$ cat config.mk
export PLATFORM = sky130hd
export DESIGN_NAME = hazard_ctrl
export DESIGN_NICKNAME = d
export VERILOG_FILES = /design/src/rtl/pipe_pkg.sv /design/src/rtl/hazard_detect.sv /design/src/rtl/hazard_ctrl.sv
export SDC_FILE = /design/constraint.sdc
export NUM_CORES = 1
export LEC_CHECK = 0
export CAP_MARGIN = 20
export CORE_MARGIN = 5
export CORE_UTILIZATION = 48
export CTS_CLUSTER_SIZE = 20
export DETAILED_ROUTE_END_ITERATION = 6
export GPL_ROUTABILITY_DRIVEN = 0
export PLACE_DENSITY = 0.85
export SKIP_LAST_GASP = 1
export SYNTH_ARGS = -nofsm -noshare
export SYNTH_HDL_FRONTEND = slang
export SYNTH_SLANG_ARGS = --single-unit
$ cat constraint.sdc
create_clock -name clk_i -period 1.95 [get_ports clk_i]
set_input_delay 0.195 -clock clk_i [delete_from_list [all_inputs] [get_ports clk_i]]
set_output_delay 0.195 -clock clk_i [all_outputs]
set_load 0.03 [all_outputs]
$ cat src/rtl/pipe_pkg.sv
// pipe_pkg: shared pipeline control types for the hazard unit.
package pipe_pkg;
    localparam int CNT_W = 4;
    typedef enum logic [1:0] {RUN, MULWAIT, MULLAST} state_t;
endpackage

$ cat src/rtl/hazard_detect.sv
// hazard_detect: combinational load-use compare between EX load and ID sources.
module hazard_detect (
    input  logic [4:0] IDRs1_i,
    input  logic [4:0] IDRs2_i,
    input  logic       IDUsesRs2_i,
    input  logic       EXMemRead_i,
    input  logic [4:0] EXRd_i,
    output logic       LoadUse_o
);
    assign LoadUse_o = EXMemRead_i && (EXRd_i != 5'd0) &&
                       ((EXRd_i == IDRs1_i) || (IDUsesRs2_i && (EXRd_i == IDRs2_i)));
endmodule

$ cat src/rtl/hazard_ctrl.sv
// hazard_ctrl: pipeline stall/flush control with multi-cycle multiply hold and perf counters.
module hazard_ctrl
    import pipe_pkg::*;
#(
    parameter int MUL_LAT = 4
) (
    input  logic        clk_i,
    input  logic        rst_i,
    input  logic [4:0]  IDRs1_i,
    input  logic [4:0]  IDRs2_i,
    input  logic        IDUsesRs2_i,
    input  logic        EXMemRead_i,
    input  logic [4:0]  EXRd_i,
    input  logic        EXMul_i,
    input  logic        BranchTaken_i,
    output logic        PCWrite_o,
    output logic        IFIDWrite_o,
    output logic        IFIDFlush_o,
    output logic        IDEXWrite_o,
    output logic        IDEXBubble_o,
    output logic        Busy_o,
    output logic [15:0] StallCnt_o,
    output logic [15:0] FlushCnt_o
);
    state_t           state, state_n;
    logic [CNT_W-1:0] cnt, cnt_n;
    logic             lu_raw, mul_stall, load_use;

    hazard_detect u_detect (
        .IDRs1_i    (IDRs1_i),
        .IDRs2_i    (IDRs2_i),
        .IDUsesRs2_i(IDUsesRs2_i),
        .EXMemRead_i(EXMemRead_i),
        .EXRd_i     (EXRd_i),
        .LoadUse_o  (lu_raw)
    );

    always_ff @(posedge clk_i) begin
        if (rst_i) begin
            state      <= RUN;
            cnt        <= '0;
            StallCnt_o <= '0;
            FlushCnt_o <= '0;
        end else begin
            state <= state_n;
            cnt   <= cnt_n;
            if (!PCWrite_o && StallCnt_o != 16'hFFFF) StallCnt_o <= StallCnt_o + 16'd1;
            if (IFIDFlush_o && FlushCnt_o != 16'hFFFF) FlushCnt_o <= FlushCnt_o + 16'd1;
        end
    end

    // MULLAST exists so a multiply still held in EX is not restarted on release.
    always_comb begin
        state_n = state;
        cnt_n   = cnt;
        case (state)
            RUN: if (EXMul_i) begin
                cnt_n   = CNT_W'(MUL_LAT - 2);
                state_n = (MUL_LAT == 2) ? MULLAST : MULWAIT;
            end
            MULWAIT: begin
                cnt_n   = cnt - 1'b1;
                state_n = (cnt == CNT_W'(1)) ? MULLAST : MULWAIT;
            end
            default: state_n = RUN;
        endcase
        mul_stall    = !rst_i && (state == MULWAIT || (state == RUN && EXMul_i));
        load_use     = !rst_i && !mul_stall && lu_raw;
        PCWrite_o    = !(mul_stall || load_use);
        IFIDWrite_o  = !(mul_stall || load_use);
        IDEXWrite_o  = !mul_stall;
        IDEXBubble_o = load_use;
        IFIDFlush_o  = !rst_i && BranchTaken_i && !mul_stall && !load_use;
        Busy_o       = mul_stall;
    end
endmodule

======== Yosys cells after proc, flatten, opt, wreduce, memory -nomap -nowiden ========
Cells that the tools add are included.
operators by class
  add/sub/neg operators ................... 3
  equality and inequality tests ........... 7
  muxes and demuxes ....................... 5
  reduce and logical (&&, ||, !) cells .... 23
operator list
  cell                     count
  $add A16 B1 Y16 const B  2
  $ne A16 B16 Y1 const B   2
  $logic_and A1 B1 Y1      12
  $eq A5 B5 Y1             2
  $pmux W4 S2              1
  $reduce_bool A5 Y1       1
  $eq A4 B1 Y1 const B     1
  $logic_not A1 Y1         4
  $mux W2                  2
  $mux W4                  1
  $pmux W2 S2              1
  $sub A4 B1 Y4 const B    1
  $logic_or A1 B1 Y1       3
  $eq A2 B1 Y1 const B     1
  $logic_not A2 Y1         1
  $ne A2 B2 Y1 const B     1
  $reduce_and A2 Y1        1
  $reduce_bool A2 Y1       1
word-level totals
  register bits ........................... 38
  input bits .............................. 21
  output and inout port bits .............. 38
  logic and storage cells ................. 42

======== Depth between registers and ports, before layout ========
  word-level depth ........................ 10
  mapped depth ............................ 9
  depth with buffers taken out ............ 7

======== Modules after synthesis ========
Synthesis repeated with hierarchy kept, for this count alone.
second synthesis, totals
  cell total of the unflattened synthesis .. 247
  area total of the unflattened synthesis .. 2158.3 µm²
modules (own cells, without submodules)
  module         instances  cells each  area an instance (µm²)  seq. area each (µm²)
  hazard_ctrl    1          230         2025.7                  760.7
  hazard_detect  1          17          132.6                   0.0

======== Least setup slack after synthesis ========
OpenSTA, ideal clock, no wires.
  path kind ............................... reg2reg
  from .................................... register StallCnt_o[0]
  to ...................................... register StallCnt_o[13]
  library setup time ...................... 70 ps
  data arrival time ....................... 1994 ps
  data required time ...................... 1880 ps
  setup slack ............................. -115 ps
  stages on the path, launching flop included .. 9
  buffers on the path ..................... 1
  clock period less this slack ............ 2065 ps
  cells stage by stage .................... dfxtp_1 > ha_1 > nand3_1 > or4_4 > nand2_1 > o21ai_2 > buf_6 > a31o_1 > a21oi_1
between the ends
  cells in the longest elaborated chain, start to end .. 2
  elaborated cells between the ends (all ways) .. 3
  classes of those cells .................. add/sub: 1; eq/ne: 1; reduce/logical: 1
RTL lines
  element                                                  line               RTL
  start, declared                                          hazard_ctrl.sv:22  output logic [15:0] StallCnt_o,
  start signal, assigned                                   hazard_ctrl.sv:47  if (!PCWrite_o && StallCnt_o != 16'hFFFF) StallCnt_o <= StallCnt_o + 16'd1;
  branches (longest 2 deep; another with $add A16 B1 Y16)  n/a
Parallel ways; which one is timed is not known.
A chain may end at the register's enable or synchronous reset.

======== Worst setup path after layout ========
  from .................................... input port EXMul_i
  to ...................................... register StallCnt_o[10]
between the ends
  cells in the longest elaborated chain, start to end .. 8
RTL lines
  element                           line               RTL
  start, declared                   hazard_ctrl.sv:14  input logic EXMul_i,
  $logic_and A1 B1 Y1 (*)           hazard_ctrl.sv:67  mul_stall = !rst_i && (state == MULWAIT || (state == RUN && EXMul_i));
  $logic_or A1 B1 Y1 (*)            hazard_ctrl.sv:67
  $logic_and A1 B1 Y1 (*)           hazard_ctrl.sv:67
  $logic_not A1 Y1                  hazard_ctrl.sv:68  load_use = !rst_i && !mul_stall && lu_raw;
  $logic_and A1 B1 Y1 (2 in a row)  hazard_ctrl.sv:68
  $logic_or A1 B1 Y1 (*)            hazard_ctrl.sv:69  PCWrite_o = !(mul_stall || load_use);
  $logic_and A1 B1 Y1 (*)           hazard_ctrl.sv:47
Every way passes the cells marked *; elsewhere a longest branch is shown, timed or not.

==> impl_metrics.yaml <==
outcome:
  status: "finished, violations left"
  violations: "negative setup slack"
clock_tree:
  cts_buffers: 5
  clkSinkCount: 38
  cts_tree: "yes"
  clk_latency_ns: 0.30
  holdBufCountCts: 0
  clockBufferDepth: 2
  clk_pin_slew_ns: 0.09
  cts_root_buf: "clkbuf_8"
  htree_levels: 2
timing:
  finalSetupTns_ns: -0.0813
  fmax_mhz: 505
  fin_worst_skew_ns: 0.0105
  period_needed_ns: 1.98
  worst_pin_slew_ns: 0.370
  grt_setup_unrepaired: "yes"
  finalWorstSetupSlack_ns: -0.0296
  hold_viol: 0
  relSlewSlack_pct: 75.2
  finalCritPeriodShare_pct: 102
  setup_violations: 4
  slew_violations: 0
worst_hold_path:
  hp-start: "StallCnt_o[6]"
  hold_depth: 1
  min_path_type: "register to register"
  min_to: "StallCnt_o[6]"
layout:
  antenna_cells: 0
  final_nets: 385
  final_cell_mix: "46 x buf_4, 44 x clkdlybuf4s50_1, 30 x dfxtp_1, 24 x nor2_1, 17 x a21oi_1"
  layout-drive-gt1-share_pct: 28.8
  area_delta_synth_final_pct: 59.8
  layout_commonest_cell: "buf_4"
  fillCellCount: 274
worst_setup_path:
  cpLargestDelayFamily: "buffers and inverters"
  cp-start-kind: "input pin"
  path_class: "input pin to register"
  r2r_slack_ns: -0.03
  reg2reg_to: "StallCnt_o[10]"
  reg2reg_depth: 9
  crit_top_cell: "buf_4"
  cp_slowest_cell: "clkdlybuf4s50_1"
  critPathBufInv: 4
  slowest_delay_ns: 0.44
  cp_data_required_time_ns: 2.15
  cp.arrival_ns: 2.18
  path_cells: "clkdlybuf4s50_1 > o21ba_4 > a211oi_2 > nand2_1 > buf_4 > o21ai_4 > inv_2 > buf_4 > nor2_1 > mux2_2"
  crit_fanout: 3
  r2r_start: "state[0]"
  end_kind: "register"
drt:
  wl_per_cell_um: 16.0
  via_count: 2368
  via_per_inst: 5.73
  dr.pass1.iters: 5
  antenna_left: 0
  drt_iter0_markers: 145
  wl_um: 6610
  route.detailed.drc: 0
pwr:
  switching_share_pct: 25.1
  power_frac_comb_pct: 17.7
  power_leakage_nw: 1.31
  power_frac_clock_pct: 41.4
  p_switching_mw: 0.496
  internal-power_mw: 1.48
  seq_power_share_pct: 40.9
  max-vdd-ir-drop_mv: 0.698
  power_density_nw_per_um2: 576
logic_synthesis:
  yosys.area_share.simple_pct: 29.4
  ys_types: 51
  synth_top_area_share_pct: 35.4
  synthMuxAreaShare_pct: 4.31
  ys.flop_type: "dfxtp_1"
  yosys.area.top_type: "dfxtp_1"
  synthArstFlopShare_pct: 0
  ys_seq_area_share_pct: 35.4
  synth_top_family_by_area: "simple AND/OR/NAND/NOR gates"
  syn_nets: 280
  syn_area_per_cell_um2: 8.43
  ys_ff_latch: 38
  netlist_area_um2: 2150
  ys.warnings.count: 0
  syn_inst: 255
  synth_xor_area_share_pct: 5.30
  synth_fa_ha_area_share_pct: 2.33
  synth_compound_area_share_pct: 18.0
  yosys-top-cells-area: "dfxtp_1 35%, a21oi_1 4.7%, nor2_1 4.5%, xor2_1 4.5%, nand3_1 4.0%"
  synth_edf_count: 0
floorplan:
  die_area_um2: 5920
  initial_core_util_pct: 49.4
  die_x_um: 76.9
  ios: 59
  rows: 24
  die_h_um: 76.9
  coreArea_um2: 4350
place:
  io_buffers: 58
  post-place-ws_ns: -0.493
  dpl.hpwl_um: 4270
job:
  cap_violations: 0
grt:
  antenna_found_initial: 0
  grt_pass1_vias: 2208
  grt_max_degree: 28
  grt_pass1_wl_um: 10300
  grt_overflow: 0
  gr-usage-all-layers_pct: 20.8
==> worst max path at each step <==
stage	slack, ns	start	cells after the start	end
6_report	-0.03	EXMul_i	10	StallCnt_o[10]
3_5_place_dp	-0.49	EXRd_i[3]	7	PCWrite_o
4_1_cts	0.002	state[0]	7	FlushCnt_o[6]
3_3_place_gp	-0.43	EXRd_i[3]	7	IFIDWrite_o
5_1_grt	-0.09	state[0]	9	StallCnt_o[10]
2_1_floorplan	-0.006	StallCnt_o[11]	7	StallCnt_o[13]
==> synthesized netlist by cell type, types with 2 or more instances <==
master / count
o21ai_1: 5
mux2i_1: 7
o21ba_1: 2
and3_1: 4
or4_1: 4
nand2_1: 13
nor3_1: 4
nor2_1: 26
clkbuf_1: 4
or3_1: 8
xnor2_1: 2
buf_4: 2
dfxtp_1: 38
nand2b_1: 7
ha_1: 4
o31ai_1: 5
xor2_1: 11
o21ai_2: 2
o21ai_0: 5
nand3_1: 17
mux2_2: 2
inv_1: 13
a21o_1: 3
nor2b_1: 4
nand4_1: 12
buf_6: 3
a31oi_1: 2
a21oi_1: 20
and4_1: 4
==> registers in the layout, indices dropped and copies added, names as in the netlist <==
| signal | count |
|---|---|
| FlushCnt_o | 16 |
| StallCnt_o | 16 |
| cnt | 4 |
| state | 2 |
==> power groups by stage <==
stage          logic (mW)  clock network [mW]  registers, mW
3_5_place_dp        0.296                   0          0.823
4_1_cts             0.299               0.834          0.805
2_1_floorplan       0.142                   0          0.835
3_3_place_gp        0.287                   0          0.821
5_1_grt             0.375               0.872          0.810
6_report            0.350               0.819          0.808
==> metal layers <==
metal	part of all wire, %	vias to the layer above	GRT usage (%)
met5	0	-	0
met2	50	90	33.1
met1	42	1125	26.7
met3	7.0	11	5.74
li1	-	1142	-
met4	1.7	0	7.87
==> stage by stage <==
step | cell area (µm²) | util [%] | cells | hold WS [ns] | power (mW)
4_1_cts | 3190 | 73.2 | 402 | 0.510 | 1.94
3_5_place_dp | 3030 | 69.5 | 392 | 0.490 | 1.12
5_1_grt | 3430 | 78.9 | 413 | 0.539 | 2.06
6_report | 3430 | 78.9 | 413 | 0.517 | 1.98
2_1_floorplan | 2160 | - | 255 | 0.377 | 0.977
3_3_place_gp | 3030 | 69.5 | 392 | 0.477 | 1.11
==> layout make-up <==
| type | instances | area (µm²) | share of cell area [%] |
|---|---|---|---|
| multi-input cells | 197 | 1450 | 42.2 |
| repair buffers | 105 | 961 | 28.0 |
| flip-flops and latches | 38 | 773 | 22.5 |
| clock buffers | 5 | 68.8 | 2.00 |
| clock inverters | 3 | 68.8 | 2.00 |
| well taps | 52 | 65.1 | 1.89 |
| inverters | 13 | 48.8 | 1.42 |
==> cells by family after synthesis <==
family,count (synthesis)
xor gates and xnor gates,13
buffers and inverters,22
muxes,9
and+or+nand+nor,113
adders and majority gates,4
DFF,38
AOI/OAI and AO/OA,56
==> what timing repair did <==
item / CTS / global route
resized for setup: 26 / 33
pin swaps: 10 / 11
hold endpoints to repair: 0 / 0
setup endpoints to repair: 14 / 22
cloned: 1 / 2
buffers inserted: 2 / 9
Note: power is estimated with default switching activity, not from simulation.
